$ cat src/rtl/program_loader.sv
// program_loader
//
// Switch-driven program loader. While a load session is open the processor is
// held, and every debounced press of the load key writes the 16-bit word on the
// slide switches into the next instruction address. The end key closes the
// session and releases the processor.
//
// Ports
//   clock      system clock, rising edge
//   reset      synchronous, active-high
//   start      one-cycle pulse, opens a session (already debounced)
//   sw         instruction word to write
//   load_key   raw active-high pushbutton, writes sw
//   end_key    raw active-high pushbutton, closes the session
//   mem_we     write strobe to instruction memory
//   mem_addr   write address
//   mem_wdata  write data
//   cpu_hold   high while a session is open
//   done       one-cycle pulse when the session closes
//   count      words written in the current or last session
//   overflow   sticky: a write was refused because memory was full
module program_loader #(
  parameter int ADDR_WIDTH      = 10,
  parameter int DEBOUNCE_CYCLES = 50000
) (
  input  logic                  clock,
  input  logic                  reset,
  input  logic                  start,
  input  logic [15:0]           sw,
  input  logic                  load_key,
  input  logic                  end_key,
  output logic                  mem_we,
  output logic [ADDR_WIDTH-1:0] mem_addr,
  output logic [15:0]           mem_wdata,
  output logic                  cpu_hold,
  output logic                  done,
  output logic [ADDR_WIDTH:0]   count,
  output logic                  overflow
);

  // The counter only ever holds 0 .. DEBOUNCE_CYCLES-2.
  localparam int CW = (DEBOUNCE_CYCLES > 2) ? $clog2(DEBOUNCE_CYCLES - 1) : 1;
  localparam logic [CW-1:0] CNT_LAST = CW'(DEBOUNCE_CYCLES - 2);

  typedef enum logic [1:0] {
    IDLE   = 2'd0,
    ARMED  = 2'd1,
    WRITE  = 2'd2,
    FINISH = 2'd3
  } state_t;

  // Key index 0 is load, index 1 is end.
  logic [1:0]    keys;
  logic [1:0]    sync1_q, sync1_d;
  logic [1:0]    sync2_q, sync2_d;
  logic [1:0]    level_q, level_d;
  logic [1:0]    press_q, press_d;
  logic [CW-1:0] cnt_q [2];
  logic [CW-1:0] cnt_d [2];

  state_t                state_q, state_d;
  logic                  pend_load_q, pend_load_d;
  logic                  pend_end_q, pend_end_d;
  logic [ADDR_WIDTH-1:0] addr_q, addr_d;
  logic [15:0]           wdata_q, wdata_d;
  logic [ADDR_WIDTH:0]   count_q, count_d;
  logic                  ovf_q, ovf_d;
  logic                  end_evt;

  assign keys = {end_key, load_key};

  // Stage: key synchronizer and debounce
  always_comb begin
    for (int k = 0; k < 2; k++) begin
      sync1_d[k] = keys[k];
      sync2_d[k] = sync1_q[k];
      level_d[k] = level_q[k];
      press_d[k] = 1'b0;
      cnt_d[k]   = '0;
      // Count consecutive cycles where the synchronized level disagrees with
      // the accepted one; any agreement restarts the count.
      if (sync2_q[k] != level_q[k]) begin
        if (cnt_q[k] == CNT_LAST) begin
          level_d[k] = ~level_q[k];
          press_d[k] = ~level_q[k];
        end else begin
          cnt_d[k] = cnt_q[k] + 1'b1;
        end
      end
    end
  end

  // Stage: session FSM
  always_comb begin
    state_d = state_q;
    addr_d  = addr_q;
    wdata_d = wdata_q;
    count_d = count_q;
    ovf_d   = ovf_q;

    // A load press is always served one cycle after its event; holding it
    // through WRITE keeps a press that lands in the write cycle.
    pend_load_d = press_q[0] | (pend_load_q & (state_q == WRITE));
    // End acts directly on its event, so only a press during WRITE is parked.
    pend_end_d  = press_q[1] & (state_q == WRITE);
    end_evt     = press_q[1] | pend_end_q;

    unique case (state_q)
      IDLE: begin
        if (start) begin
          state_d = ARMED;
          addr_d  = '0;
          count_d = '0;
          ovf_d   = 1'b0;
        end
      end
      ARMED: begin
        if (end_evt) begin
          state_d = FINISH;
        end else if (pend_load_q) begin
          // count's top bit set means every address has been written.
          if (count_q[ADDR_WIDTH]) begin
            ovf_d = 1'b1;
          end else begin
            wdata_d = sw;
            state_d = WRITE;
          end
        end
      end
      WRITE: begin
        addr_d  = addr_q + 1'b1;
        count_d = count_q + 1'b1;
        state_d = ARMED;
      end
      FINISH: begin
        state_d = IDLE;
      end
      default: state_d = IDLE;
    endcase
  end

  always_ff @(posedge clock) begin
    if (reset) begin
      sync1_q     <= '0;
      sync2_q     <= '0;
      level_q     <= '0;
      press_q     <= '0;
      cnt_q[0]    <= '0;
      cnt_q[1]    <= '0;
      state_q     <= IDLE;
      pend_load_q <= 1'b0;
      pend_end_q  <= 1'b0;
      addr_q      <= '0;
      wdata_q     <= '0;
      count_q     <= '0;
      ovf_q       <= 1'b0;
    end else begin
      sync1_q     <= sync1_d;
      sync2_q     <= sync2_d;
      level_q     <= level_d;
      press_q     <= press_d;
      cnt_q[0]    <= cnt_d[0];
      cnt_q[1]    <= cnt_d[1];
      state_q     <= state_d;
      pend_load_q <= pend_load_d;
      pend_end_q  <= pend_end_d;
      addr_q      <= addr_d;
      wdata_q     <= wdata_d;
      count_q     <= count_d;
      ovf_q       <= ovf_d;
    end
  end

  // Stage: outputs, decoded from registered state only
  assign mem_we    = (state_q == WRITE);
  assign cpu_hold  = (state_q == ARMED) || (state_q == WRITE);
  assign done      = (state_q == FINISH);
  assign mem_addr  = addr_q;
  assign mem_wdata = wdata_q;
  assign count     = count_q;
  assign overflow  = ovf_q;

endmodule

$ cat config.mk
export PLATFORM = sky130hd
export DESIGN_NAME = program_loader
export DESIGN_NICKNAME = d
export VERILOG_FILES = /design/src/rtl/program_loader.sv
export SDC_FILE = /design/constraint.sdc
export NUM_CORES = 1
export LEC_CHECK = 0
export ABC_AREA = 1
export BUFFER_PORTS_ARGS = -buffer_cell sky130_fd_sc_hd__buf_2
export CAP_MARGIN = 20
export CORE_ASPECT_RATIO = 0.9
export CORE_MARGIN = 2
export CORE_UTILIZATION = 44
export DETAILED_ROUTE_END_ITERATION = 16
export RECOVER_POWER = 25
export SLEW_MARGIN = 0
export SYNTH_ARGS = -nofsm -noshare
export SYNTH_HDL_FRONTEND = slang
export SYNTH_SLANG_ARGS = --single-unit
$ cat constraint.sdc
create_clock -name clock -period 3.24 [get_ports clock]
set_input_delay 0.324 -clock clock [delete_from_list [all_inputs] [get_ports clock]]
set_output_delay 0.324 -clock clock [all_outputs]
set_load 0.05 [all_outputs]
; Yosys cells after proc, flatten, opt, wreduce, memory -nomap -nowiden
; Memory sizes are Yosys's and may differ from the RTL's.
; Cells that the tools add are included.
[totals]
ff_bits = 50
ramBits = 32
inputBits = 21
out_inout_bits = 41
wordCells = 80
n_memories = 1
[memory_table]
columns = memory, depth, width, read_ports, rd_clocked_by_memory_dff, wr, line_no
row1 = cnt_q, 2, 16, 2, 0, 2, 58  ; logic [CW-1:0] cnt_q [2];
[op_classes]
addsub = 4
eq_ne = 13
n_mux = 23
bitwise_logic = 14
n_reduce_logical = 12
[op_table]
columns = operator, n
row1 = $mux W16, 6
row2 = $add A16 B1 Y16 const B, 2
row3 = $eq A16 B16 Y1 const B, 2
row4 = $pmux W11 S2, 1
row5 = $pmux W10 S2, 1
row6 = $add A11 B1 Y11 const B, 1
row7 = $mux W11, 1
row8 = $add A10 B1 Y10 const B, 1
row9 = $mux W10, 1
row10 = $mux W2, 4
row11 = $ne A2 B2 Y1 const B, 4
row12 = $not A1 Y1, 8
row13 = $pmux W2 S4, 1
row14 = $mux W1, 7
row15 = $ne A3 B3 Y1 const B, 2
row16 = $reduce_and A2 Y1, 3
row17 = $reduce_or A3 Y1, 2
row18 = $reduce_and A5 Y1, 1
row19 = $eq A2 B2 Y1 const B, 2
row20 = $or A1 B1 Y1, 4
row21 = $reduce_and A4 Y1, 1
row22 = $reduce_bool A2 Y1, 2
row23 = $reduce_and A3 Y1, 1
row24 = $and A1 B1 Y1, 2
row25 = 5 further kinds, 6

; Logic depth before layout (Yosys ltp)
; Gate-level depths: netlist of run 1.
[logic_depth]
ltp_word = 4
ltp_mapped = 12
depth_no_buf = 11

; Worst setup path before layout of run 1
; OpenSTA, ideal clock, no wires.
[synth_timing]
kind = reg2reg
from = register state_q[0]
to = register count_q[4] (netlist: count[4])
setup_ns = 0.119
arrival_time_ns = 1.773
t_required_ns = 3.121
path_slack_ns = 1.347
path_stages_with_launch = 11
n_path_buf = 1
period_less_slack_ns = 1.893
path_cell_list = dfxtp_1 inv_1 ha_1 nand2_1 nand2_2 buf_6 inv_2 nor2_2 nand2_1 o21ai_0 a21oi_1
[synth_between]
elab_chain_len = 3
elab_cells_between_ends = 6
cone_classes = eq/ne (2) / mux (1) / reduce/logical (3)
[synth_lines]
columns = item, line_no
row1 = from (decl), 61  ; state_t state_q, state_d;
row2 = from (signal assigned), 164  ; state_q <= state_d;
row3 = $eq A2 B2 Y1 *, -
row4 = via mem_we, 32  ; output logic mem_we,
row5 = $reduce_bool A2 Y1 (no line), -
row6 = $reduce_and A2 Y1 (no line), -
row7 = to (signal assigned), 169  ; count_q <= count_d;
row8 = to (decl), 66  ; logic [ADDR_WIDTH:0] count_q, count_d;
; The timed path passes the listed nets; every way through them passes the cells marked *.
; A chain may end at the register's enable or synchronous reset.

; Final worst setup path of run 1
[layout_timing]
from = register state_q[1]
to = register wdata_q[8] (netlist: mem_wdata[8])
[layout_between]
elab_chain_len = 2
[layout_lines]
columns = item, line_no
row1 = $eq A2 B1 Y1, 108  ; unique case (state_q)
row2 = $reduce_and A4 Y1 (no line), -
row3 = to (signal assigned), 168  ; wdata_q <= wdata_d;
row4 = to (decl), 65  ; logic [15:0] wdata_q, wdata_d;
; Every way passes these cells.

==> run metrics, run 1 <==
status finished clean; post-layout power approximately 2.1 mW; distinct cell type count after synthesis 30; register area share after synthesis 44.0%; Critical Path RT between 3000 and 4000 ps; Syn Std Cell Area ~3700 sq um; PwrDens 503 nW/um^2; CTS Root Cell clkbuf_8; Worst EP arrival 2200 ps; DP HPWL 5670 um; fin crit period 1920 ps; drt wl/cell about 12 um; area grow syn2layout 14.1%; Routed WL between 7000 and 8000 um; initial antenna violation count 0; via count roughly 3,300; Fill cells 827; hold_ws 196 ps; final cell count without fillers 674; Final WS setup ~1300 ps; largest family of logic cells by synthesized area simple AND/OR/NAND/NOR gates; setup slack at placement 1300 ps; fmax around 520 MHz; ys flop type dfxtp_1; # clock sinks 82; Vias/cell roughly 4.9; Max VDD drop roughly 0.26 mV; CTS Hold Bufs 0; Setup TNS 0 ps; critical path, cell by cell inv_1 -> ha_1 -> nand3_1 -> inv_1 -> nor2_1 -> nor2_1; Tot GR Track Use between 10% and 20%; commonest cells in the netlist nor2_1 (90), dfxtp_1 (82), nand2_1 (75); Core Area 8150 sq um; Buffers on Ports approximately 60; Worst Hold Class primary input to flop; worst slew pin tran roughly 680 ps; H-tree depth 3; RSZ-0062 raised after global routing no; max incr delay on CP around 540 ps; Fin Clk Skew 9.35 ps; vias in the first global route 2,937; largest net degree at the start of global routing 26; Yosys warning count 0; RePlAce Congestion just over 0.8; Finished Cell Area roughly 4300 sq um; simple-gate share of the synthesized area between 30% and 40%; leakage about 1.6 nW; die area approximately 9000 sq um; first-pass GRT wire length about 13,000 um; fin. max-slew vios 0; Compound-Gate Fraction of Synth Area under 10%; row count 31; Crit Path Class flop to flop; CP Buf/Inv Count 2; clk_lat worst skew 350 ps; top-level I/O count 62; CP startpoint kind flop; drt pass-1 iters 4; Synth Area in Adders under 10%; Post-DRT Antenna Nets 0; # Post-CTS Setup Buffers 0; starting density of the core 45.9%; Syn Area/Cell between 7 and 8 sq um; relative slew slack 54.8%; post-synth top area cell dfxtp_1; Core Util, Final 52.3%; mux share of post-synthesis cell area 0%; Post-synth EDFFs 0; Worst-path clk slew roughly 80 ps; Async S/R FF share, synth 0%; maximum clock path buffer count 2; layout cells sized above 1 between 10% and 20%; placed instance area ~4000 sq um; diode count 0; syn nets around 540; Residual DRC 0; post-CTS sizing 0; Setup-failing EPs final 0; slowest CP cell inv_1; FF+latch count, synth 82; Die Ht 91.4 um; Placed Cells roughly 660; CP max FO 17; Crit path max-delay family buffers and inverters; most common cell in the synthesized netlist nor2_1; total gr overflow 0; max-cap violations 0; post-route clock period utilization around 59%; Mapped Cells just over 500; Final Hold Fails 0; CTS tree yes; die outline width 101 um; top post-synthesis cells by area dfxtp_1 (44%), nor2_1 (9.0%), nand2_1 (7.5%), inv_1 (6.7%), a21oi_1 (4.3%); Iteration-0 DRC Markers 86; endpoint class of the critical path flop; Synth Area in XOR/XNOR under 10%; TritonCTS Buffers 9; Nets around 600; post-synth top area share between 40% and 50%
[report_power, final]
part	switching [mW]	total (mW)	internal, mW
clock network	0.393	0.676	0.283
logic	0.314	0.413	0.0989
registers	0.0228	1.06	1.03
total	0.730	2.15	1.41
[sequential cells by signal, summed over array words and instances, names as in the netlist]
signal       flops
count           11
state_q          2
sync2_q          2
sync1_q          2
mem_addr        10
cnt_q           32
pend_load_q      1
press_q          2
pend_end_q       1
level_q          2
mem_wdata       16
overflow         1
[cell usage in the layout, fill, tap and decap left out, drive strengths merged]
cell       n
nor2      97
dfxtp     82
nand2     79
inv       71
buf       40
nand3     34
o21ai     33
a21oi     32
clkbuf    30
nor3      22
nand4     16
xor2      12
ha        11
nor4       3
clkinvlp   3
xnor2      2
a211oi     2
clkinv     2
or2        1
or3        1
o21bai     1
and3       1
[layout make-up]
cell class / count / area (sq um) / share of cell area [%]
multi-input cells: 347 / 1780 / 41.8
flip-flops and latches: 82 / 1640 / 38.5
repair buffers: 61 / 279 / 6.55
inverters: 69 / 259 / 6.08
clock buffers: 9 / 124 / 2.91
well taps: 99 / 124 / 2.91
clock inverters: 7 / 53.8 / 1.26
[layer usage]
metal / vias to the layer above / part of all wire [%] / global-route usage (%)
met4: 0 / 0.90 / 5.74
li1: 1760 / - / -
met2: 61 / 43 / 26.8
met3: 5 / 4.2 / 4.70
met5: - / 0 / 0
met1: 1473 / 52 / 24.3
[worst min-delay path: stages]
cell and delay, ps:
buf_2 110, inv_1 50, nor2_1 30
[final timing paths]
path                                 from                   endpoint  slack [ps]  cells after the start
setup / recovery  state_q[1]$_SDFFE_PP0P_  mem_wdata[8]$_SDFFE_PP0P_        1320                      6
hold / removal                   load_key      sync1_q[0]$_SDFF_PP0_         200                      3
setup reg to reg  state_q[1]$_SDFFE_PP0P_  mem_wdata[8]$_SDFFE_PP0P_        1320                      6
hold reg to reg     sync1_q[0]$_SDFF_PP0_      sync2_q[0]$_SDFF_PP0_         410                      2
[logic make-up (layout without fill, tap and decap cells)]
| kind of cell | Yosys count | after routing |
|---|---|---|
| xor+xnor | 14 | 14 |
| fa+ha+maj | 11 | 11 |
| simple gates | 254 | 254 |
| compound gates | 68 | 68 |
| flops | 82 | 82 |
| buf+inv | 78 | 146 |
No activity file was read; power rests on OpenSTA's default activity.
==> run 2: changes to the inputs <==
--- a/config.mk
+++ b/config.mk
@@ -5,13 +5,14 @@
 export SDC_FILE = /design/constraint.sdc
 export NUM_CORES = 1
 export LEC_CHECK = 0
-export ABC_AREA = 1
+export ABC_AREA = 0
 export BUFFER_PORTS_ARGS = -buffer_cell sky130_fd_sc_hd__buf_2
 export CAP_MARGIN = 20
 export CORE_ASPECT_RATIO = 0.9
 export CORE_MARGIN = 2
 export CORE_UTILIZATION = 44
 export DETAILED_ROUTE_END_ITERATION = 16
+export PLACE_DENSITY = 0.65
 export RECOVER_POWER = 25
 export SLEW_MARGIN = 0
 export SYNTH_ARGS = -nofsm -noshare
==> constraint.sdc (replaced) <==
create_clock -name clock -period 1.9 [get_ports clock]
set_input_delay 0.19 -clock clock [delete_from_list [all_inputs] [get_ports clock]]
set_output_delay 0.19 -clock clock [all_outputs]
set_load 0.05 [all_outputs]
==> run metrics, run 2 <==
status finished clean (unchanged); Syn Std Cell Area 3530 sq um (was 3730 sq um); max-cap violations 0 (unchanged); area grow syn2layout 18.4% (was 14.1%); Syn Area/Cell 8.86 sq um (was 7.37 sq um); hold_ws 43.4 ps (was 196 ps); top-level I/O count 62 (unchanged); Residual DRC 0 (unchanged); Setup-failing EPs final 0 (unchanged); # clock sinks 82 (unchanged); CTS tree yes (unchanged); Nets 501 (was 602); most common cell after layout, fill and taps aside dfxtp_1 (was nor2_1); clk_lat worst skew 350 ps (about the same); Fin Clk Skew 12.8 ps (was 9.35 ps); starting density of the core 46.2% (was 45.9%); Post-DRT Antenna Nets 0 (unchanged); Worst-path clk slew 90 ps (was 80 ps); Max VDD drop 0.494 mV (was 0.256 mV); layout cells sized above 1 15.8% (was 13.6%); Core Area 7660 sq um (was 8150 sq um); vias in the first global route 2,736 (was 2,937); first-pass GRT wire length 12,300 um (was 13,200 um); distinct cell type count after synthesis 39 (was 30); RePlAce Congestion 0.803 (was 0.831); Die Ht 89.0 um (was 91.4 um); drt wl/cell 12.6 um (was 11.5 um); initial antenna violation count 0 (unchanged); Setup TNS 0 ps (unchanged); Routed WL 7200 um (was 7760 um); register area share after synthesis 46.4% (was 44.0%); Async S/R FF share, synth 0% (unchanged); max FFs per register 32 (unchanged); worst slew pin tran 1020 ps (was 677 ps); Critical Path RT 2130 ps (was 3520 ps); endpoint class of the critical path flop (unchanged); Finished Cell Area 4190 sq um (was 4260 sq um); maximum clock path buffer count 2 (unchanged); largest net degree at the start of global routing 24 (was 26); Final Hold Fails 0 (unchanged); Crit Path Class flop to flop (unchanged); leakage 1.47 nW (was 1.56 nW); CP max FO 16 (was 17); Worst EP arrival 2000 ps (was 2200 ps); setup slack, reg-to-reg 130 ps (was 1320 ps); most common cell in the synthesized netlist dfxtp_1 (was nor2_1); Vias/cell 5.08 (was 4.89); # Post-CTS Setup Buffers 0 (unchanged); most flop-heavy register cnt_q (unchanged); CTS Root Cell clkbuf_8 (unchanged); TritonCTS Buffers 9 (unchanged); Iteration-0 DRC Markers 86 (unchanged); slowest CP cell or4b_1 (was inv_1); drt pass-1 iters 4 (unchanged); Worst Hold Class primary input to flop (unchanged); fin crit period 1770 ps (was 1920 ps); fmax 566 MHz (was 520 MHz); max incr delay on CP 540 ps (about the same); CTS Hold Bufs 0 (unchanged); post-layout power 3.30 mW (was 2.15 mW); diode count 0 (unchanged); Post-synth EDFFs 0 (unchanged); top post-synthesis cells by area dfxtp_1 (46%), xnor2_1 (6.2%), nor2_1 (6.1%), nand2_1 (5.0%), xor2_1 (4.2%) (was dfxtp_1 (44%), nor2_1 (9.0%), nand2_1 (7.5%), inv_1 (6.7%), a21oi_1 (4.3%)); PwrDens 789 nW/um^2 (was 503 nW/um^2); die outline width 98.5 um (was 101 um); placed instance area 4020 sq um (was 4110 sq um); fin. max-slew vios 0 (unchanged); FF-to-FF path depth 5 (was 6); Cells on Worst Hold Path 2 (was 3); total gr overflow 0 (unchanged); CP startpoint kind flop (unchanged); syn nets 431 (was 539); commonest cells in the netlist dfxtp_1 (82), nor2_1 (57), nand2_1 (47) (was nor2_1 (90), dfxtp_1 (82), nand2_1 (75)); DP HPWL 5060 um (was 5670 um); via count 2,893 (was 3,299); post-synth top area share 46.4% (was 44.0%); RSZ-0062 raised after global routing no (unchanged); row count 30 (was 31); relative slew slack 32.1% (was 54.8%); Mapped Cells 399 (was 507); critical path, cell by cell or4b_1 -> nor4_2 -> or3_1 -> buf_12 -> a21oi_1 (was inv_1 -> ha_1 -> nand3_1 -> inv_1 -> nor2_1 -> nor2_1); FF+latch count, synth 82 (unchanged); commonest non-fill, non-tap cells in the layout dfxtp_1 (81), nor2_1 (57), nand2_1 (47) (was nor2_1 (90), dfxtp_1 (82), nand2_1 (75)); Buffers on Ports 61 (unchanged); Fill cells 762 (was 827); post-synth top area cell dfxtp_1 (unchanged); die area 8770 sq um (was 9240 sq um); ys flop type dfxtp_1 (unchanged); Tot GR Track Use 17.3% (was 17.6%); H-tree depth 3 (unchanged); Core Util, Final 54.7% (was 52.3%); Yosys warning count 0 (unchanged); post-route clock period utilization 93.1% (was 59.3%)
[run 2: worst max-delay path: cells and delay by family (launching register included)]
| family | cells | cell delay [ps] |
|---|---|---|
| flip-flops | 1 | 350 |
| buffers and inverters | 1 | 150 |
| AND/OR/NAND/NOR | 3 | 1110 |
| AO/OA/AOI/OAI | 1 | 40 |
[run 2: area by class of cell]
type / count / area (sq um) / area share, %
Tap cell: 96 / 120 / 2.87
Inverter: 8 / 30.0 / 0.717
Multi-Input combinational cell: 289 / 1770 / 42.3
Timing Repair Buffer: 79 / 430 / 10.3
Sequential cell: 82 / 1640 / 39.2
Clock inverter: 7 / 70.1 / 1.67
Clock buffer: 9 / 124 / 2.96
[run 2: repair_timing]
item / 4_1_cts / 5_1_grt
gates resized for setup: 0 / 2
endpoints found under the hold margin: 0 / 0
setup endpoints to repair: 0 / 17
[run 2: path summary, 6_finish.rpt]
check                                        startpoint                 endpoint
worst max-delay path            cnt_q[0][11]$_SDFF_PP0_  cnt_q[0][15]$_SDFF_PP0_
worst min-delay path                           load_key    sync1_q[0]$_SDFF_PP0_
worst max register to register  cnt_q[0][11]$_SDFF_PP0_  cnt_q[0][15]$_SDFF_PP0_
worst min register to register    press_q[0]$_SDFF_PP0_   pend_load_q$_SDFF_PP0_
[run 2: cell families (layout without fill, tap and decap cells)]
logic type,Yosys count,after routing,share of synthesized area [%]
compound gates,36,36,5.73
xor+xnor,42,42,10.4
fa+ha+maj,11,11,3.89
buf+inv,28,103,4.11
flops,82,82,46.4
mux,5,5,1.45
simple gates,195,195,28.0
[run 2: metal layers]
layer / global-route usage [%] / share of wire [%] / wire [um]
met5: 0 / 0 / 0
met1: 22.0 / 48 / 3470
met3: 5.39 / 4.6 / 328
met2: 28.6 / 46 / 3330
met4: 5.35 / 0.99 / 71
[run 2: through the flow]
step / std cells / setup WS (ps)
CTS: 570 / 111
global placement: 554 / 158
detailed placement: 554 / 132
floorplan: 399 / 10.2
global route: 570 / 23.7
finish: 570 / 132
[run 2: power by group]
part | switching, mW | internal [mW] | total [mW]
registers | 0.0141 | 1.73 | 1.75
clock network | 0.621 | 0.604 | 1.23
logic | 0.202 | 0.126 | 0.328
total | 0.837 | 2.46 | 3.30
